$ cat config.mk
export PLATFORM = sky130hd
export DESIGN_NAME = vend_controller
export DESIGN_NICKNAME = d
export VERILOG_FILES = /design/src/rtl/vend_pkg.sv /design/src/rtl/vend_coin_value_decode.sv /design/src/rtl/vend_controller.sv
export SDC_FILE = /design/constraint.sdc
export NUM_CORES = 1
export LEC_CHECK = 0
export ABC_AREA = 1
export CORE_UTILIZATION = 25
export DETAILED_ROUTE_END_ITERATION = 7
export GPL_ROUTABILITY_DRIVEN = 0
export HOLD_SLACK_MARGIN = 0.08
export PLACE_DENSITY = 0.51
export SLEW_MARGIN = 20
export SYNTH_ARGS = -nofsm -noshare
export SYNTH_HDL_FRONTEND = slang
export SYNTH_HIERARCHICAL = 1
export SYNTH_SLANG_ARGS = --single-unit
$ cat constraint.sdc
create_clock -name clk -period 3.5 [get_ports clk]
set_input_delay 0.7 -clock clk [delete_from_list [all_inputs] [get_ports clk]]
set_output_delay 0.7 -clock clk [all_outputs]
set_load 0.01 [all_outputs]
$ cat src/rtl/vend_pkg.sv
// Shared types and coin values for the vending machine core and its neighbours.
// No logic; imported by vend_controller and coin_value_decode.
package vend_pkg;

  typedef enum logic [1:0] {
    NICKEL  = 2'b00,
    DIME    = 2'b01,
    QUARTER = 2'b10,
    SLUG    = 2'b11
  } coin_t;

  localparam int NICKEL_VAL  = 5;
  localparam int DIME_VAL    = 10;
  localparam int QUARTER_VAL = 25;

  typedef enum logic [1:0] {
    IDLE,
    COLLECT,
    VEND,
    CHANGE
  } state_t;

endpackage

$ cat src/rtl/vend_coin_value_decode.sv
// Combinational coin -> cents decode; slugs report valid_o = 0 and value 0.
// Zero latency, no flow control.
module coin_value_decode
  import vend_pkg::*;
(
  input  coin_t       coin_i,
  output logic [4:0]  value_o,
  output logic        valid_o
);

  always_comb begin
    value_o = '0;
    valid_o = 1'b1;
    case (coin_i)
      NICKEL:  value_o = 5'(NICKEL_VAL);
      DIME:    value_o = 5'(DIME_VAL);
      QUARTER: value_o = 5'(QUARTER_VAL);
      SLUG:    valid_o = 1'b0;
      default: valid_o = 1'b0;
    endcase
  end

endmodule

$ cat src/rtl/vend_controller.sv
// Vending FSM: credit accumulation, one-cycle vend, greedy serial change output.
// All outputs registered (one cycle after the sampling edge); coins are rejected while busy.
module vend_controller
  import vend_pkg::*;
#(
  parameter int PRICE      = 65,
  parameter int CREDIT_W   = 8,
  parameter int MAX_CREDIT = 250
) (
  input  logic                clk,
  input  logic                rst_n,
  input  logic                coin_valid,
  input  logic [1:0]          coin_type,
  input  logic                select,
  input  logic                cancel,
  output logic [CREDIT_W-1:0] credit,
  output logic                dispense,
  output logic                coin_reject,
  output logic                change_valid,
  output logic [1:0]          change_coin,
  output logic                busy
);

  localparam logic [CREDIT_W:0]   PRICE_X = (CREDIT_W+1)'(PRICE);
  localparam logic [CREDIT_W:0]   MAX_X   = (CREDIT_W+1)'(MAX_CREDIT);
  localparam logic [CREDIT_W-1:0] Q_C     = CREDIT_W'(QUARTER_VAL);
  localparam logic [CREDIT_W-1:0] D_C     = CREDIT_W'(DIME_VAL);

  state_t              state_q, state_d;
  logic [CREDIT_W-1:0] credit_q, credit_d;
  logic                dispense_q, dispense_d;
  logic                reject_q, reject_d;
  logic                chg_vld_q, chg_vld_d;
  coin_t               chg_coin_q, chg_coin_d;

  logic [4:0]          coin_val;
  logic                coin_ok;
  logic [CREDIT_W:0]   coin_sum;
  logic                coin_fits;
  coin_t               pick_coin;
  logic [4:0]          pick_val;
  logic [CREDIT_W-1:0] pick_rem;

  coin_value_decode u_coin_dec (
    .coin_i  (coin_t'(coin_type)),
    .value_o (coin_val),
    .valid_o (coin_ok)
  );

  // One extra bit on the sum so an overflowing add cannot wrap under MAX_CREDIT.
  assign coin_sum  = {1'b0, credit_q} + (CREDIT_W+1)'(coin_val);
  assign coin_fits = coin_ok && (coin_sum <= MAX_X);

  always_comb begin
    pick_coin = NICKEL;
    pick_val  = 5'(NICKEL_VAL);
    if (credit_q >= Q_C) begin
      pick_coin = QUARTER;
      pick_val  = 5'(QUARTER_VAL);
    end else if (credit_q >= D_C) begin
      pick_coin = DIME;
      pick_val  = 5'(DIME_VAL);
    end
  end

  assign pick_rem = credit_q - CREDIT_W'(pick_val);

  always_comb begin
    state_d    = state_q;
    credit_d   = credit_q;
    dispense_d = 1'b0;
    reject_d   = 1'b0;
    chg_vld_d  = 1'b0;
    chg_coin_d = NICKEL;
    unique case (state_q)
      IDLE, COLLECT: begin
        if (cancel && state_q == COLLECT) begin
          state_d    = CHANGE;
          credit_d   = pick_rem;
          chg_vld_d  = 1'b1;
          chg_coin_d = pick_coin;
          reject_d   = coin_valid;
        end else if (select && ({1'b0, credit_q} >= PRICE_X)) begin
          state_d    = VEND;
          credit_d   = credit_q - PRICE_X[CREDIT_W-1:0];
          dispense_d = 1'b1;
          reject_d   = coin_valid;
        end else if (coin_valid) begin
          if (coin_fits) begin
            state_d  = COLLECT;
            credit_d = coin_sum[CREDIT_W-1:0];
          end else begin
            reject_d = 1'b1;
          end
        end
      end
      // CHANGE is held for the cycle showing the last coin so busy covers it.
      VEND, CHANGE: begin
        reject_d = coin_valid;
        if (credit_q != '0) begin
          state_d    = CHANGE;
          credit_d   = pick_rem;
          chg_vld_d  = 1'b1;
          chg_coin_d = pick_coin;
        end else begin
          state_d = IDLE;
        end
      end
    endcase
  end

  always_ff @(posedge clk) begin
    if (!rst_n) begin
      state_q    <= IDLE;
      credit_q   <= '0;
      dispense_q <= 1'b0;
      reject_q   <= 1'b0;
      chg_vld_q  <= 1'b0;
      chg_coin_q <= NICKEL;
    end else begin
      state_q    <= state_d;
      credit_q   <= credit_d;
      dispense_q <= dispense_d;
      reject_q   <= reject_d;
      chg_vld_q  <= chg_vld_d;
      chg_coin_q <= chg_coin_d;
    end
  end

  assign credit       = credit_q;
  assign dispense     = dispense_q;
  assign coin_reject  = reject_q;
  assign change_valid = chg_vld_q;
  assign change_coin  = chg_coin_q;
  assign busy         = (state_q == VEND) || (state_q == CHANGE);

endmodule

==> After elaboration in Yosys (flattened, before gate mapping) <==
Cells that the tools add are included.
{ "totals": {"register_bits": 15, "in_bits": 7, "output_inout_bits": 14, "word_cells": 66} }
{ "op_classes": {"add_sub_neg": 3, "magnitude_cmp": 4, "n_eq_ne": 9, "mux": 30, "n_bitwise": 2, "reduce_logical": 12} }
{ "ops": {"columns": ["op", "count"], "rows": [
  ["$mux 8", 5],
  ["$mux 2", 8],
  ["$pmux 8 s2", 1],
  ["$pmux 5 s3", 1],
  ["$add 8x5->9", 1],
  ["$le 9x8->1 const B", 1],
  ["$mux 1", 9],
  ["$eq 2x2->1 const B", 4],
  ["$ge 8x4->1 const B", 1],
  ["$ge 8x5->1 const B", 1],
  ["$ge 8x7->1 const B", 1],
  ["$ne 4x4->1 const B", 2],
  ["$pmux 2 s2", 2],
  ["$reduce_bool 8->1", 1],
  ["$sub 8x5->8", 1],
  ["$sub 8x7->8 const B", 1],
  ["$mux 5", 1],
  ["$eq 2x1->1 const B", 2],
  ["$logic_not 2->1", 2],
  ["$mux 4", 1],
  ["$pmux 1 s2", 2],
  ["$reduce_or 2->1", 2],
  ["$logic_and 1x1->1", 3],
  ["$reduce_and 3->1", 1],
  ["5 further kinds", 6]
]} }

==> Depth between registers and ports, before layout <==
Gate-level depths: netlist of the first run.
{ "depth": {"depth_word": 10, "mapped_depth": 21, "depth_no_buf": 20} }

==> Hierarchy <==
The synthesis of the first run kept the hierarchy.
{ "by_module_without_submodules": {"columns": ["module", "instances", "cells_per_inst", "area_per_inst_um2", "seq_area_each_um2"], "rows": [
  ["vend_controller", 1, 255, 1675.4, 300.3],
  ["coin_value_decode", 1, 10, 81.3, 0.0]
]} }

==> Worst setup path after synthesis of the first run <==
OpenSTA, ideal clock, no wires.
{ "synth_path": {"path_type": "register -> register", "start": "register credit_q[1] (netlist: credit[1])", "end": "register credit_q[4] (netlist: credit[4])", "setup_time_ns": 0.115, "arrival_time_ns": 2.764, "required_ns": 3.385, "path_slack_ns": 0.621, "stages_incl_launch_ff": 16, "path_buffers": 0, "period_less_slack_ns": 2.879, "cell_sequence": "dfxtp_1 inv_1 ha_1 nand3b_1 a311oi_1 nand2_1 fa_1 nand3_1 nand2_1 or2_2 nand2_1 nand2_1 nand3_1 nand3_2 nand2_1 nor2_1"} }
{ "synth_between": {"elab_chain_len": 6, "elab_cells_between_ends": 22, "classes_between": "add/sub (3); order compare (4); eq/ne (3); mux (8); reduce/logical (4)"} }
{ "synth_lines": {"columns": ["item", "line_no", "rtl"], "rows": [
  ["from (decl)", "vend_controller.sv:30", "logic [CREDIT_W-1:0] credit_q, credit_d;"],
  ["from (signal assigned)", "vend_controller.sv:122", "credit_q <= credit_d;"],
  ["$ge 8x4->1 / $add 8x5->9 (equally long branches)", "vend_controller.sv:60, vend_controller.sv:51", null],
  ["$mux 4 / $mux 8 (equally long branches)", "vend_controller.sv:60, vend_controller.sv:89", null],
  ["$mux 5 / $mux 8 (equally long branches)", "vend_controller.sv:57, vend_controller.sv:88", null],
  ["$sub 8x5->8 / $mux 8 (equally long branches)", "vend_controller.sv:66, vend_controller.sv:83", null],
  ["$mux 8 (on tied branches)", "vend_controller.sv:100, vend_controller.sv:77", null],
  ["$pmux 8 s2", "vend_controller.sv:75", "unique case (state_q)"]
]} }
Parallel ways exist; a longest one is shown, timed or not. The select of a mux whose other input is x is not followed.
A chain may end at the register's enable or synchronous reset.

==> Final worst setup path of the first run <==
{ "layout_path": {"start": "input port coin_type[0]", "end": "register credit_q[4] (netlist: credit[4])"} }
{ "layout_between": {"elab_chain_len": 8, "elab_cells_between_ends": 16, "classes_between": "add/sub (1); order compare (1); eq/ne (4); mux (7); reduce/logical (3)"} }
{ "layout_lines": {"columns": ["item", "line_no", "rtl"], "rows": [
  ["from (decl)", "vend_controller.sv:13", "input logic [1:0] coin_type,"],
  ["$eq 2x2->1 (tied with other cells)", "vend_coin_value_decode.sv:14", "case (coin_i)"],
  ["$pmux 5 s3 (*)", "vend_coin_value_decode.sv:14", null],
  ["net coin_val[0]", "vend_controller.sv:36", "logic [4:0] coin_val;"],
  ["$add 8x5->9 (*)", "vend_controller.sv:51", "assign coin_sum = {1'b0, credit_q} + (CREDIT_W+1)'(coin_val);"],
  ["branches (longest 5 deep; another with $le 9x8->1)", null, null]
]} }
Mark *: on every way through the listed nets, which the timed path passes. The select of a mux whose other input is x is not followed.

==> results_dict.tcl, run 1 <==
set metrics [dict create \
    fmax_ghz 0.316 \
    hold_ws_ns 0.558 \
    placed_area_um2 2090 \
    grt_first_pass_wirelength_mm 7.71 \
    die_area_um2 7370 \
    tightest_slew_ns 0.502 \
    finClkSkew_ns 0.00348 \
    worstHoldPathType "flop to flop" \
    ys_types 38 \
    path_buf_inv 3 \
    ys_seq_area_share_pct 17.1 \
    final.period_utilization_pct 90.4 \
    critPathMaxFanout 10 \
    syn_area_um2 1760 \
    cts_setup_buffers 0 \
    utilization_pct 31.5 \
    worst-endpoint-required_ns 3.69 \
    pre_cts_slack_ns 0.0256 \
    maxSlewViolCount 0 \
    hold_viol 0 \
    clockBufferDepth 2 \
    htreeDepth 1 \
    critPathArrivalTime_ns 3.35 \
    clkTransAtPathRegs_ns 0.06 \
    finalNetCount 320 \
    mostFrequentLayoutCells "nand2_1 (66), inv_1 (34), nand3_1 (28), nor2_1 (26), clkdlybuf4s50_1 (20)" \
    synthToLayoutAreaGrowth_pct 22.0 \
    postSynthAreaPerCell_um2 6.63 \
    avgRoutedWirePerCell_um 12.0 \
    syn_inst 265 \
    fin_area_um2 2140 \
    outcome "completed" \
    path_common_cell "nand2_1" \
    grt_pass1_vias 1606 \
    clk_latency_ns 0.25 \
    relSlewSlack_pct 66.5 \
    maxCapViolCount 0 \
    antenna_found_initial 0 \
    grt_max_degree 12 \
    p_leak_nw 1.07 \
    ys_ff_latch 15 \
    finalSetupViolCount 0 \
    initial_core_util_pct 25.9 \
    tns_ns 0 \
    vias_per_cell 4.43 \
    dp_hpwl_mm 3.84 \
    drive_above_1_share_pct 15.8 \
    synth_top_area_cell "dfxtp_1" \
    dr.first_iter.drc_count 145 \
    setup_slack_ns 0.337 \
    cts_tree "yes" \
    final_cells 387 \
    crit_family "simple AND/OR/NAND/NOR gates" \
    die_w_um 85.8 \
    num_vias 1716 \
    critical_path_class "input pin to flop" \
    dieHeight_um 85.8 \
    routed_wl_mm 4.65 \
    fillerInstances 752 \
    cpPeakStageDelay_ns 0.48 \
    rows 30 \
    dr.pass1.iters 4 \
    syn_nets 293 \
    drc_errors 0 \
    cp_slowest_cell "clkdlybuf4s50_1" \
    port_buffers 20 \
    yosysWarningCount 6 \
    diodes 0 \
    fin_crit_ns 3.16 \
    numClockSinks 15 \
    yosys-top-cells-area "dfxtp_1 (17%), nand2_1 (14%), ha_1 (14%), nand3_1 (8.0%), inv_1 (7.3%)" \
    rsz0062_at_grt "false" \
    ir_drop_uv 299 \
    endpoint_kind "flop" \
    drtAntennaViolNets 0 \
    io-pin-count 21 \
    numCtsBuffers 3 \
    start_kind "input pin" \
    dp.cells 383 \
    crit_path_cell_trace "clkdlybuf4s50_1, inv_1, ha_1, nor2_1, nor2_1, ha_1, fa_2, nand2_1, nand2_1, nand3_1, nand2_1, nand2_1, nand2_1, nor2_2, nand2_2, nand3_2, nand2_4, buf_4, nand3_2, nand2_1, nor2_1" \
    core_area_um2 6790 \
    total_power_mw 2.00 \
    power_per_cell_area_nw_per_um2 934 \
    clockRootBuffer "clkbuf_8" \
    track_usage_pct 13.3 \
    mostFrequentLayoutCell "nand2_1" \
    synth_top_area_share_pct 17.1 \
    overflow 0 \
]
==> power breakdown <==
part	internal [mW]	switching, mW	total (mW)
Sequential	0.231	0.0780	0.308
Clock	0.0788	0.0626	0.141
Combinational	0.625	0.926	1.55
Total	0.935	1.07	2.00
==> logic make-up after synthesis <==
family / count (synthesis) / share of synthesized area (%)
flip-flops: 15 / 17.1
XOR/XNOR: 7 / 3.49
AO/OA/AOI/OAI: 22 / 8.41
adder cells (fa/ha/maj): 21 / 15.8
buffers and inverters: 46 / 12.0
AND/OR/NAND/NOR: 154 / 43.2
==> layer usage <==
layer / up-vias / track usage [%] / wire length (um)
met2: 26 / 22.5 / 2180
met4: 0 / 1.52 / 21
met5: - / 0 / 0
met3: 2 / 2.69 / 171
met1: 787 / 18.1 / 2280
li1: 901 / - / -
==> state kept, by name (all words and copies together) (netlist names) <==
| name | count |
|---|---|
| change_valid | 1 |
| change_coin | 2 |
| credit | 8 |
| coin_reject | 1 |
| state_q | 2 |
| dispense | 1 |
==> path summary, 6_finish.rpt <==
check,startpoint,to,slack [ns],cells after the start
setup / recovery,coin_type[0],credit[4],0.34,21
hold / removal,state_q[1],change_valid,0.56,2
setup reg to reg,credit[0],credit[4],0.45,18
hold reg to reg,state_q[1],change_valid,0.56,2
==> worst register-to-register path: cells and delay by family (launching register included) <==
family | cells | cell delay, ns
DFF | 1 | 0.43
and+or+nand+nor | 11 | 1.18
buffers and inverters | 3 | 0.36
AOI/OAI and AO/OA | 1 | 0.19
adders and majority gates | 3 | 0.80
==> cells in the mapped netlist (all sizes together) <==
| cell | instances |
|---|---|
| nand2 | 74 |
| inv | 38 |
| nand3 | 37 |
| nor2 | 31 |
| ha | 19 |
| dfxtp | 15 |
| a21oi | 11 |
| buf | 5 |
| nand4 | 5 |
| o21ai | 4 |
| xnor2 | 4 |
| nand3b | 3 |
| xor2 | 3 |
| a31oi | 2 |
| clkinv | 2 |
| fa | 2 |
| nor3 | 2 |
| a211oi | 1 |
| a311oi | 1 |
| and3 | 1 |
| clkbuf | 1 |
| o211ai | 1 |
| o21a | 1 |
| o22ai | 1 |
| or2 | 1 |
==> layout make-up <==
class | count | area [um2] | share of cell area, %
Multi-Input combinational cell | 204 | 1250 | 58.4
Sequential cell | 15 | 300 | 14.0
Timing Repair Buffer | 28 | 260 | 12.1
Inverter | 40 | 164 | 7.65
Tap cell | 96 | 120 | 5.60
Clock buffer | 3 | 41.3 | 1.93
Clock inverter | 1 | 5.00 | 0.234
==> timing repair <==
item                       CTS  global route
hold endpoints to repair     0             0
gates resized for setup      0             2
setup endpoints to repair    0             5
hold buffers                 0             0
No activity file was read; power rests on OpenSTA's default activity.
==> run 2, diff against run 1 <==
--- a/config.mk
+++ b/config.mk
@@ -6,6 +6,7 @@
 export NUM_CORES = 1
 export LEC_CHECK = 0
 export ABC_AREA = 1
+export CORE_MARGIN = 1
 export CORE_UTILIZATION = 25
 export DETAILED_ROUTE_END_ITERATION = 7
 export GPL_ROUTABILITY_DRIVEN = 0
@@ -14,5 +15,4 @@
 export SLEW_MARGIN = 20
 export SYNTH_ARGS = -nofsm -noshare
 export SYNTH_HDL_FRONTEND = slang
-export SYNTH_HIERARCHICAL = 1
 export SYNTH_SLANG_ARGS = --single-unit
==> run 2 against run 1 <==
  * Synthesized cell count fell by 3.0%
  * Design area fell by 6.4%
  * Worst hold slack got worse by 0.066 ns
  * Routed wire length fell by 2.9%
  * Fmax rose by 2.7%
  * Flip-flop and latch count did not move
  * Core utilization fell by 0.30 points
  * Power fell by 3.5%
  * Combinational power fell by 4%
  * Sequential power fell by 2%
  * Synthesized area fell by 4.8%
==> results_dict.tcl, run 2 <==
set metrics [dict create \
    outcome "completed" \
    crit_path_cell_trace "inv_1, ha_1, nand2_1, or2_2, a311oi_2, nand2_1, ha_1, inv_1, fa_1, nand3_1, nand2_1, nand2_1, nand3_1, xor2_1, o21ai_0, nand3_2, nand2_1, nor2_1" \
    tightest_slew_ns 0.598 \
    ys.flop_type "dfxtp_1" \
    power_per_cell_area_nw_per_um2 962 \
    drive_above_1_share_pct 13.9 \
    ir_drop_uv 302 \
    diodes 0 \
    total_power_mw 1.93 \
    yosysWarningCount 0 \
    mostFrequentLayoutCells "nand2_1 (64), inv_1 (30), nand3_1 (25), nor2_1 (24), clkdlybuf4s50_1 (20)" \
    drc_errors 0 \
    ctsResizeCount 0 \
    cts_tree "yes" \
    finClkSkew_ns 0.00107 \
    track_usage_pct 13.3 \
    endpoint_kind "flop" \
    vias_per_cell 4.65 \
    start_kind "flop" \
    dr.pass1.iters 4 \
    postSynthAreaPerCell_um2 6.51 \
    synthMostInstantiatedCell "nand2_1" \
    cp_slowest_cell "dfxtp_1" \
    io-pin-count 21 \
    fmax_ghz 0.325 \
    dr.first_iter.drc_count 94 \
    critPathMaxFanout 4 \
    clk_latency_ns 0.25 \
    path_common_cell "nand2_1" \
    worst-endpoint-required_ns 3.64 \
    antenna_found_initial 0 \
    die_w_um 83.8 \
    ys_seq_area_share_pct 18.0 \
    die_area_um2 7020 \
    syn_area_um2 1670 \
    relSlewSlack_pct 60.0 \
    core_area_um2 6420 \
    finalSetupViolCount 0 \
    syn_nets 284 \
    synth_edf_count 0 \
    worstHoldPathType "flop to flop" \
    clockRootBuffer "clkbuf_8" \
    netlist_top_cells_count "nand2_1 (64), inv_1 (30), nand3_1 (25), nor2_1 (24), ha_1 (18)" \
    drtAntennaViolNets 0 \
    critPathArrivalTime_ns 3.22 \
    hold_viol 0 \
    dieHeight_um 83.8 \
    synth_top_area_share_pct 18.0 \
    rsz0062_at_grt "false" \
    syn_inst 257 \
    num_vias 1661 \
    finalNetCount 308 \
    numClockSinks 15 \
    holdBufCountCts 0 \
    ys_async_sr_fraction_pct 0 \
    largest_register_ffs 8 \
    avgRoutedWirePerCell_um 12.7 \
    ys_ff_latch 15 \
    grt_max_degree 15 \
    port_buffers 20 \
    dp_hpwl_mm 3.68 \
    mostFrequentLayoutCell "nand2_1" \
    synth_top_area_cell "dfxtp_1" \
    p_leak_nw 1.03 \
    final.period_utilization_pct 88.0 \
    grt_first_pass_wirelength_mm 7.40 \
    cpPeakStageDelay_ns 0.31 \
    fin_crit_ns 3.08 \
    synthToLayoutAreaGrowth_pct 20.0 \
    yosys-top-cells-area "dfxtp_1 (18%), nand2_1 (14%), ha_1 (13%), nand3_1 (7.5%), inv_1 (6.7%)" \
    clockBufferDepth 2 \
    numCtsBuffers 3 \
    cts_setup_buffers 0 \
    critical_path_class "flop to flop" \
    maxCapViolCount 0 \
    htreeDepth 1 \
    rrSetupSlack_ns 0.42 \
    routed_wl_mm 4.52 \
    tns_ns 0 \
    overflow 0 \
    rows 29 \
    clkTransAtPathRegs_ns 0.06 \
    grt_pass1_vias 1542 \
    initial_core_util_pct 26.0 \
    maxSlewViolCount 0 \
    ys_types 30 \
]
==> run 2: cell types whose count changed in the layout (fill, tap and decap cells not counted), sizes merged, moves of 2 or more <==
cell / delta
o21ai: +8
a21oi: +5
clkinv: -2
nor2: -3
xor2: +3
xnor2: -3
nand3b: -2
nand3: -4
inv: -6
==> run 2: power breakdown <==
part	switching, mW	total (mW)	leakage (nW)	internal (mW)
Sequential	0.0684	0.301	0.124	0.233
Combinational	0.900	1.49	0.876	0.588
Clock	0.0634	0.142	0.0255	0.0789
==> run 2: stage by stage <==
step | worst slack, ns | hold WS, ns | cells | cell area (um2) | utilization [%]
after floorplan | 0.525 | 0.440 | 257 | 1670 | -
after global routing | 0.0672 | 0.526 | 357 | 2010 | 31.2
after CTS | 0.266 | 0.493 | 357 | 2000 | 31.2
after global placement | 0.282 | 0.476 | 353 | 1950 | 30.4
final | 0.419 | 0.492 | 357 | 2010 | 31.2
after detailed placement | 0.256 | 0.473 | 353 | 1950 | 30.4
==> run 2: worst paths after layout <==
path	from	to	cells past startpoint
setup / recovery	credit[1]	credit[6]	18
hold / removal	state_q[0]	state_q[0]	2
setup reg to reg	credit[1]	credit[6]	18
hold reg to reg	state_q[0]	state_q[0]	2
==> run 2: cell families (layout without fill, tap and decap cells) <==
logic type               Yosys count  in the layout  synth area share, %
AND/OR/NAND/NOR                  143            143                 40.8
buffers and inverters             40             63                 11.2
AO/OA/AOI/OAI                     32             32                 10.5
adder cells (fa/ha/maj)           20             20                 15.9
flip-flops                        15             15                 18.0
XOR/XNOR                           7              7                 3.66
==> run 2: critical path, delay by kind of cell (launching register included) <==
family                   cells  cell delay, ns
flip-flops                   1            0.31
XOR/XNOR                     1            0.07
buffers and inverters        2            0.22
adder cells (fa/ha/maj)      3            0.70
AO/OA/AOI/OAI                2            0.53
AND/OR/NAND/NOR             10            1.12
==> run 2: metal layers <==
metal / vias up / share of wire [%] / track usage (%) / wire [um]
li1: 881 / - / - / -
met1: 757 / 49 / 17.6 / 2200
met2: 21 / 48 / 23.2 / 2180
met3: 2 / 2.8 / 2.57 / 128
met4: 0 / 0.20 / 1.10 / 9
met5: - / 0 / 0 / 0
==> run 2: final cells by class <==
cell class	instances	area (um2)
well taps	77	96.3
fillers	696	4420
clock buffers	3	41.3
flip-flops and latches	15	300
multi-input cells	202	1190
repair buffers	27	253
inverters	32	120
clock inverters	1	5.00
